`src/rtl/dmem_pkg.sv`:
```
// dmem_pkg -- shared definitions for the data-memory controller.
//   SZ_*     : access-size encodings carried on req_size.
//   state_e  : controller FSM states (CLEAR sweeps memory to zero, READY serves requests).
//   size_misaligned() : size/lane legality check independent of the address range.
package dmem_pkg;

  localparam logic [1:0] SZ_BYTE = 2'd0;
  localparam logic [1:0] SZ_HALF = 2'd1;
  localparam logic [1:0] SZ_WORD = 2'd2;
  localparam logic [1:0] SZ_ILL  = 2'd3;

  localparam logic [0:0] ST_CLEAR = 1'b0;
  localparam logic [0:0] ST_READY = 1'b1;

  typedef enum logic [0:0] {
    CLEAR = ST_CLEAR,
    READY = ST_READY
  } state_e;

  // 1 when the size code is illegal or the lane is not naturally aligned for it.
  function automatic logic size_misaligned(input logic [1:0] size, input logic [1:0] lane);
    logic bad;
    case (size)
      SZ_BYTE: bad = 1'b0;
      SZ_HALF: bad = lane[0];
      SZ_WORD: bad = |lane;
      default: bad = 1'b1;
    endcase
    return bad;
  endfunction

endpackage

```
`src/rtl/dmem_if.sv`:
```
// dmem_if -- request/response bundle between a requester (master) and dmem_ctrl (slave).
// Handshake: a request transfers on a rising clock edge where req_valid && req_ready;
// the requester holds req_* stable while req_valid is high and not yet accepted.
// rsp_valid is a one-cycle pulse with no backpressure; rsp_rdata/rsp_err hold between pulses.
// clr_req asks for a zero-fill sweep and masks req_ready while high.
interface dmem_if #(
  parameter int ADDR_W = 32
);
  logic              clr_req;
  logic              req_valid;
  logic              req_ready;
  logic              req_we;
  logic [1:0]        req_size;
  logic              req_unsigned;
  logic [ADDR_W-1:0] req_addr;
  logic [31:0]       req_wdata;
  logic              rsp_valid;
  logic [31:0]       rsp_rdata;
  logic              rsp_err;

  modport master (
    output clr_req, req_valid, req_we, req_size, req_unsigned, req_addr, req_wdata,
    input  req_ready, rsp_valid, rsp_rdata, rsp_err
  );

  modport slave (
    input  clr_req, req_valid, req_we, req_size, req_unsigned, req_addr, req_wdata,
    output req_ready, rsp_valid, rsp_rdata, rsp_err
  );
endinterface

```
`src/rtl/dmem_lane_align.sv`:
```
// dmem_lane_align -- combinational byte-lane steering.
//   Store path: st_size/st_lane/st_wdata -> st_be (byte enables), st_data (sub-word replicated
//               across lanes so any enabled lane sees the right byte).
//   Load path : ld_size/ld_lane/ld_unsigned/ld_word -> ld_data (extracted and extended).
// Illegal sizes produce no enables and zero load data.
module dmem_lane_align
  import dmem_pkg::*;
(
  input  logic [1:0]  st_size,
  input  logic [1:0]  st_lane,
  input  logic [31:0] st_wdata,
  output logic [3:0]  st_be,
  output logic [31:0] st_data,
  input  logic [1:0]  ld_size,
  input  logic [1:0]  ld_lane,
  input  logic        ld_unsigned,
  input  logic [31:0] ld_word,
  output logic [31:0] ld_data
);

  logic [7:0]  ld_byte;
  logic [15:0] ld_half;

  always_comb begin
    st_be   = 4'b0000;
    st_data = 32'h0;
    case (st_size)
      SZ_BYTE: begin
        st_be   = 4'b0001 << st_lane;
        st_data = {4{st_wdata[7:0]}};
      end
      SZ_HALF: begin
        st_be   = st_lane[1] ? 4'b1100 : 4'b0011;
        st_data = {2{st_wdata[15:0]}};
      end
      SZ_WORD: begin
        st_be   = 4'b1111;
        st_data = st_wdata;
      end
      default: begin
        st_be   = 4'b0000;
        st_data = 32'h0;
      end
    endcase
  end

  always_comb begin
    ld_byte = ld_word[{ld_lane, 3'b000} +: 8];
    ld_half = ld_lane[1] ? ld_word[31:16] : ld_word[15:0];
    ld_data = 32'h0;
    case (ld_size)
      SZ_BYTE: ld_data = {{24{~ld_unsigned & ld_byte[7]}}, ld_byte};
      SZ_HALF: ld_data = {{16{~ld_unsigned & ld_half[15]}}, ld_half};
      SZ_WORD: ld_data = ld_word;
      default: ld_data = 32'h0;
    endcase
  end

endmodule

```
`src/rtl/dmem_ctrl.sv`:
```
// dmem_ctrl -- DEPTH x 32-bit data memory with byte/half/word access and a zero-fill sweep.
//   clk, rst  : sole clock; asynchronous active-high reset (starts a full sweep).
//   bus       : dmem_if slave port (requests, responses, clr_req).
//   dbg_state : current FSM state for observation.
// Pipeline: accept edge N captures the request (stores write memory at N); edge N+1
// registers the response, so rsp_valid is high in the cycle after edge N+1.
module dmem_ctrl
  import dmem_pkg::*;
#(
  parameter int DEPTH  = 64,
  parameter int ADDR_W = 32
) (
  input  logic   clk,
  input  logic   rst,
  dmem_if.slave  bus,
  output state_e dbg_state
);

  localparam int IDX_W = $clog2(DEPTH);

  state_e           state_q, state_d;
  logic [IDX_W-1:0] clr_idx_q, clr_idx_d;

  logic             p_valid_q, p_valid_d;
  logic             p_we_q, p_we_d;
  logic             p_err_q, p_err_d;
  logic             p_unsigned_q, p_unsigned_d;
  logic [1:0]       p_size_q, p_size_d;
  logic [1:0]       p_lane_q, p_lane_d;
  logic [IDX_W-1:0] p_idx_q, p_idx_d;

  logic             rsp_valid_q, rsp_valid_d;
  logic [31:0]      rsp_rdata_q, rsp_rdata_d;
  logic             rsp_err_q, rsp_err_d;

  logic [31:0]      mem [DEPTH];

  logic             req_ready;
  logic             accept;
  logic             fault;
  logic [IDX_W-1:0] req_idx;
  logic [1:0]       req_lane;
  logic [3:0]       st_be;
  logic [31:0]      st_data;
  logic [31:0]      rd_word;
  logic [31:0]      ld_data;

  assign req_idx   = bus.req_addr[IDX_W+1:2];
  assign req_lane  = bus.req_addr[1:0];
  // Any set bit above the array's byte range makes the address out of bounds.
  assign fault     = (|bus.req_addr[ADDR_W-1:IDX_W+2]) || size_misaligned(bus.req_size, req_lane);
  assign req_ready = (state_q == READY) && !bus.clr_req;
  assign accept    = bus.req_valid && req_ready;
  assign rd_word   = mem[p_idx_q];

  dmem_lane_align u_align (
    .st_size    (bus.req_size),
    .st_lane    (req_lane),
    .st_wdata   (bus.req_wdata),
    .st_be      (st_be),
    .st_data    (st_data),
    .ld_size    (p_size_q),
    .ld_lane    (p_lane_q),
    .ld_unsigned(p_unsigned_q),
    .ld_word    (rd_word),
    .ld_data    (ld_data)
  );

  always_comb begin
    state_d   = state_q;
    clr_idx_d = clr_idx_q;
    case (state_q)
      CLEAR: begin
        clr_idx_d = clr_idx_q + 1'b1;
        if (clr_idx_q == IDX_W'(DEPTH - 1)) state_d = READY;
      end
      READY: begin
        if (bus.clr_req) begin
          state_d   = CLEAR;
          clr_idx_d = '0;
        end
      end
      default: state_d = CLEAR;
    endcase
  end

  always_comb begin
    p_valid_d    = accept;
    p_we_d       = p_we_q;
    p_err_d      = p_err_q;
    p_unsigned_d = p_unsigned_q;
    p_size_d     = p_size_q;
    p_lane_d     = p_lane_q;
    p_idx_d      = p_idx_q;
    if (accept) begin
      p_we_d       = bus.req_we;
      p_err_d      = fault;
      p_unsigned_d = bus.req_unsigned;
      p_size_d     = bus.req_size;
      p_lane_d     = req_lane;
      p_idx_d      = req_idx;
    end
  end

  // The load reads the array one edge after accept; a store accepted on that same edge
  // writes with non-blocking semantics, so the earlier load still sees the older data.
  always_comb begin
    rsp_valid_d = p_valid_q;
    rsp_rdata_d = rsp_rdata_q;
    rsp_err_d   = rsp_err_q;
    if (p_valid_q) begin
      rsp_err_d   = p_err_q;
      rsp_rdata_d = (p_err_q || p_we_q) ? 32'h0 : ld_data;
    end
  end

  always_ff @(posedge clk or posedge rst) begin
    if (rst) begin
      state_q      <= CLEAR;
      clr_idx_q    <= '0;
      p_valid_q    <= 1'b0;
      p_we_q       <= 1'b0;
      p_err_q      <= 1'b0;
      p_unsigned_q <= 1'b0;
      p_size_q     <= SZ_BYTE;
      p_lane_q     <= 2'b00;
      p_idx_q      <= '0;
      rsp_valid_q  <= 1'b0;
      rsp_rdata_q  <= 32'h0;
      rsp_err_q    <= 1'b0;
    end else begin
      state_q      <= state_d;
      clr_idx_q    <= clr_idx_d;
      p_valid_q    <= p_valid_d;
      p_we_q       <= p_we_d;
      p_err_q      <= p_err_d;
      p_unsigned_q <= p_unsigned_d;
      p_size_q     <= p_size_d;
      p_lane_q     <= p_lane_d;
      p_idx_q      <= p_idx_d;
      rsp_valid_q  <= rsp_valid_d;
      rsp_rdata_q  <= rsp_rdata_d;
      rsp_err_q    <= rsp_err_d;
    end
  end

  // Array has no reset; it is zeroed only by the sweep. Accepts never happen in CLEAR,
  // so the sweep write and a store write are mutually exclusive.
  always_ff @(posedge clk) begin
    if (state_q == CLEAR) begin
      mem[clr_idx_q] <= 32'h0;
    end else if (accept && bus.req_we && !fault) begin
      for (int b = 0; b < 4; b++) begin
        if (st_be[b]) mem[req_idx][8*b +: 8] <= st_data[8*b +: 8];
      end
    end
  end

  assign bus.req_ready = req_ready;
  assign bus.rsp_valid = rsp_valid_q;
  assign bus.rsp_rdata = rsp_rdata_q;
  assign bus.rsp_err   = rsp_err_q;
  assign dbg_state     = state_q;

endmodule
```
`src/flat_wrapper.sv`:
```
// flat-port wrapper written by rule: the top's interface ports become plain ports
module dmem_ctrl_flat import dmem_pkg::*;
#(
  parameter int DEPTH  = 64,
  parameter int ADDR_W = 32
)
  (clk, rst, dbg_state, bus_clr_req, bus_req_valid, bus_req_we, bus_req_size, bus_req_unsigned, bus_req_addr, bus_req_wdata, bus_req_ready, bus_rsp_valid, bus_rsp_rdata, bus_rsp_err);
  dmem_if #(.ADDR_W(ADDR_W)) bus_i ();
  input  logic clk;
  input  logic rst;
  output state_e dbg_state;
  input wire logic [$bits(bus_i.clr_req)-1:0] bus_clr_req;
  input wire logic [$bits(bus_i.req_valid)-1:0] bus_req_valid;
  input wire logic [$bits(bus_i.req_we)-1:0] bus_req_we;
  input wire logic [$bits(bus_i.req_size)-1:0] bus_req_size;
  input wire logic [$bits(bus_i.req_unsigned)-1:0] bus_req_unsigned;
  input wire logic [$bits(bus_i.req_addr)-1:0] bus_req_addr;
  input wire logic [$bits(bus_i.req_wdata)-1:0] bus_req_wdata;
  output wire logic [$bits(bus_i.req_ready)-1:0] bus_req_ready;
  output wire logic [$bits(bus_i.rsp_valid)-1:0] bus_rsp_valid;
  output wire logic [$bits(bus_i.rsp_rdata)-1:0] bus_rsp_rdata;
  output wire logic [$bits(bus_i.rsp_err)-1:0] bus_rsp_err;
  assign bus_i.clr_req = bus_clr_req;
  assign bus_i.req_valid = bus_req_valid;
  assign bus_i.req_we = bus_req_we;
  assign bus_i.req_size = bus_req_size;
  assign bus_i.req_unsigned = bus_req_unsigned;
  assign bus_i.req_addr = bus_req_addr;
  assign bus_i.req_wdata = bus_req_wdata;
  assign bus_req_ready = bus_i.req_ready;
  assign bus_rsp_valid = bus_i.rsp_valid;
  assign bus_rsp_rdata = bus_i.rsp_rdata;
  assign bus_rsp_err = bus_i.rsp_err;
  dmem_ctrl #(.DEPTH(DEPTH), .ADDR_W(ADDR_W)) u_core (.clk(clk), .rst(rst), .bus(bus_i), .dbg_state(dbg_state));
endmodule
```
`config.mk`:
```
export PLATFORM = sky130hd
export DESIGN_NAME = dmem_ctrl_flat
export DESIGN_NICKNAME = d
export VERILOG_FILES = /design/src/rtl/dmem_pkg.sv /design/src/rtl/dmem_if.sv /design/src/rtl/dmem_lane_align.sv /design/src/rtl/dmem_ctrl.sv /design/src/flat_wrapper.sv
export SDC_FILE = /design/constraint.sdc
export NUM_CORES = 2
export LEC_CHECK = 0
export ABC_AREA = 1
export ABC_CLOCK_PERIOD_IN_PS = 5940
export CAP_MARGIN = 0
export CORE_MARGIN = 4
export CORE_UTILIZATION = 45
export CTS_BUF_LIST = sky130_fd_sc_hd__clkbuf_8
export DETAILED_ROUTE_END_ITERATION = 12
export PLACE_DENSITY = 0.68
export SETUP_SLACK_MARGIN = 0.3
export SLEW_MARGIN = 30
export SYNTH_ARGS = -nofsm -noshare
export SYNTH_HDL_FRONTEND = slang
export SYNTH_SLANG_ARGS = --single-unit
```
`constraint.sdc`:
```
create_clock -name clk -period 5.94 [get_ports clk]
set_clock_uncertainty 0.2 [all_clocks]
set_input_delay 0.594 -clock clk [delete_from_list [all_inputs] [get_ports clk]]
set_output_delay 0.594 -clock clk [all_outputs]
set_load 0.02 [all_outputs]
```
==> flow_metrics.tcl <==
set metrics [dict create \
    hold_violations 0 \
    crit_buf_inv 3 \
    critical_path_required_ns 6.66 \
    num_rows 160 \
    cp-start-kind "flop" \
    r2r-end "u_core.bus.rsp_rdata[23]" \
    ant_nets 0 \
    min_from "bus_req_addr[1]" \
    antenna_found_initial 15 \
    syn_area_um2 86400 \
    grt_pass1_vias 57400 \
    seq_area_frac_synth_pct 72.8 \
    status "complete, no violations" \
    post_drt_wl_per_cell_um 24.7 \
    die_h_um 446 \
    cts_tree "yes" \
    avgViaCountPerCell 5.79 \
    start_util_pct 45.3 \
    synthCells 7554 \
    hp-class "in -> reg" \
    synth.avg_cell_area_um2 11.4 \
    register_area_um2 62900 \
    grt_max_degree 195 \
    pre_cts_slack_ns 0.609 \
    grt_overflow 0 \
    cp_cell_sequence "inv_8 -> buf_4 -> nand2_1 -> nand3_1 -> nand3_1 -> nand3_1 -> nand3_1 -> nand3_1 -> nand3_1 -> nand2_1 -> nand3_1 -> nand2_1 -> inv_1 -> nand2_1 -> nand2_1 -> nand2_1" \
    ys_types 32 \
    path_max_fanout 119 \
    ios 108 \
    cts.sinks 2103 \
    min_path_cells 3 \
    ys.flop_type "edfxtp_1" \
    cp_common_cell "nand3_1" \
    tns_ns 0 \
    drt_iter0_drc 8120 \
    final_common_cell "nand2_1" \
    fin_nets 7733 \
    cpPeakStageDelay_ns 0.91 \
    cts_max_level 5 \
    fp.dieW_um 446 \
    clkTransAtPathRegs_ns 0.07 \
    crit_type "reg -> reg" \
    setup_ws_ns 1.08 \
    r2r_slack_ns 1.08 \
    fin_hold_ws_ns 0.112 \
    p_per_area_nw_per_um2 483 \
    clockBufferDepth 4 \
    portBuffers 107 \
    final_max_slew_viol_count 0 \
    grt_util_all_layers_pct 25.3 \
    period_share_pct 81.8 \
    slew_headroom_pct 21.1 \
    rsz0062_at_grt "no" \
    synth_edf_count 2048 \
    place_area_um2 90800 \
    postCtsResizedCells 0 \
    synthArstFlopShare_pct 2.62 \
    place_congestion 0.969 \
    leakagePower_nw 34.6 \
    dieArea_um2 199000 \
    cp_slowest_cell "dfrtp_4" \
    root_buffer "clkbuf_8" \
    layout-area-overhead-vs-synth_pct 11.7 \
    clk-insertion-delay-late_ns 1.08 \
    min_to "u_core.p_lane_q[1]" \
    coreArea_um2 191000 \
    critPathTopFamily "simple AND/OR/NAND/NOR gates" \
    grt_pass1_wl_um 372000 \
    routed_wl_um 256000 \
    yosysWarningCount 0 \
    reg2reg_depth 16 \
    mostFrequentLayoutCells "2379 x nand2_1, 2048 x edfxtp_1, 1924 x nand3_1" \
    period_minus_slack_ns 4.86 \
    dr.pass1.iters 8 \
    ys_ff_latch 2103 \
    tightest_slew_ns 1.18 \
    r2r_start "u_core.p_idx_q[0]" \
    drive_gt1_share_pct 8.06 \
    drc 0 \
    design_area_um2 96600 \
    numCtsBuffers 327 \
    final_util_pct 50.7 \
    hpwl_um 155000 \
    ir_drop_uv 393 \
    cp-end-kind "flop" \
    vias 60200 \
    setup_viol 0 \
    max_freq_mhz 206 \
    multi_input_area_um2 21400 \
    final.fill_count 16400 \
    synthesis.nets 7627 \
    cap_violations 0 \
    cp.arrival_ns 5.58 \
]
-- worst max-delay path by stage --
| stage | from | end | slack (ns) | cells after the start |
|---|---|---|---|---|
| 6_report | u_core.p_idx_q[0] | u_core.bus.rsp_rdata[23] | 1.08 | 16 |
| 3_3_place_gp | bus_req_addr[25] | u_core.mem[59][30] | 0.57 | 11 |
| 5_1_grt | u_core.p_idx_q[0] | u_core.bus.rsp_rdata[24] | 0.99 | 16 |
| 2_1_floorplan | bus_req_addr[21] | u_core.mem[0][25] | 1.55 | 8 |
| 4_1_cts | u_core.p_idx_q[0] | u_core.bus.rsp_rdata[23] | 1.37 | 16 |
| 3_5_place_dp | bus_req_addr[21] | u_core.mem[36][31] | 0.61 | 11 |
-- layer usage --
metal	vias to the layer above	wire length, um	GRT usage, %
met5	-	83	0
met4	12	14500	13.7
met3	612	31600	7.17
met2	3745	114000	37.9
met1	29000	96700	33.6
li1	26800	-	-
-- layout make-up --
cell class,count,share of cell area [%]
repair buffers,275,3.10
diodes,13,0.0337
inverters,102,0.422
clock inverters,210,1.12
well taps,2511,3.25
multi-input cells,4851,22.1
clock buffers,336,4.79
flip-flops and latches,2103,65.1
-- kinds of logic (layout without fill, tap and decap cells) --
logic type	Yosys count	count (layout)	synth area share, %
and+or+nand+nor	4674	4674	23.2
DFF	2103	2103	72.8
buffers and inverters	600	923	2.92
AOI/OAI and AO/OA	176	176	1.11
adders and majority gates	1	1	0.0145
other	0	13	0
-- per-stage QoR --
stage | cells | total power, mW
floorplan | 7554 | 29.4
global placement | 9838 | 35.2
detailed placement | 9838 | 35.4
CTS | 10400 | 46.3
global route | 10400 | 49.0
finish | 10400 | 46.6
-- Yosys cell counts, types with 4 or more instances --
cell | number | area, um^2
nand2_1 | 2380 | 8930
edfxtp_1 | 2048 | 61500
nand3_1 | 1924 | 9630
nor2_1 | 339 | 1270
buf_2 | 217 | 1090
clkbuf_1 | 189 | 709
buf_1 | 92 | 345
inv_1 | 90 | 338
o21ai_0 | 80 | 400
dfrtp_1 | 55 | 1380
a21oi_1 | 49 | 245
a31oi_1 | 18 | 113
o22ai_1 | 18 | 113
nor2_2 | 13 | 81.3
inv_2 | 9 | 33.8
nor2_4 | 5 | 56.3
nor4_1 | 4 | 25.0
o21ai_1 | 4 | 20.0
-- where the power goes --
part	total (mW)	switching, mW	internal [mW]
registers	18.1	0.626	17.5
logic	17.5	12.9	4.58
clock network	11.0	5.47	5.57
-- registers in the layout, summed over array words and instances, names as in the netlist --
name / flops
u_core.p_valid_q: 1
u_core.p_size_q: 2
u_core.p_we_q: 1
u_core.bus.rsp_rdata: 32
u_core.p_unsigned_q: 1
u_core.p_idx_q: 6
u_core.bus.rsp_err: 1
u_core.p_lane_q: 2
u_core.mem: 2048
u_core.bus.rsp_valid: 1
u_core.clr_idx_q: 6
u_core.dbg_state: 1
u_core.p_err_q: 1
-- worst register-to-register path: stages, from the launching register on --
cell and delay, ns:
dfrtp_4 0.91, inv_8 0.42, buf_4 0.75, nand2_1 0.12, nand3_1 0.09, nand3_1 0.11, nand3_1 0.12, nand3_1 0.12
nand3_1 0.50, nand3_1 0.46, nand2_1 0.12, nand3_1 0.41, nand2_1 0.16, inv_1 0.08, nand2_1 0.05, nand2_1 0.07
nand2_1 0.05
-- what timing repair did --
item / 4_1_cts / 5_1_grt
buffers inserted: 0 / 0
hold buffers: 4 / 0
hold endpoints to repair: 58 / 0
Power figures use the tool's default switching activity.
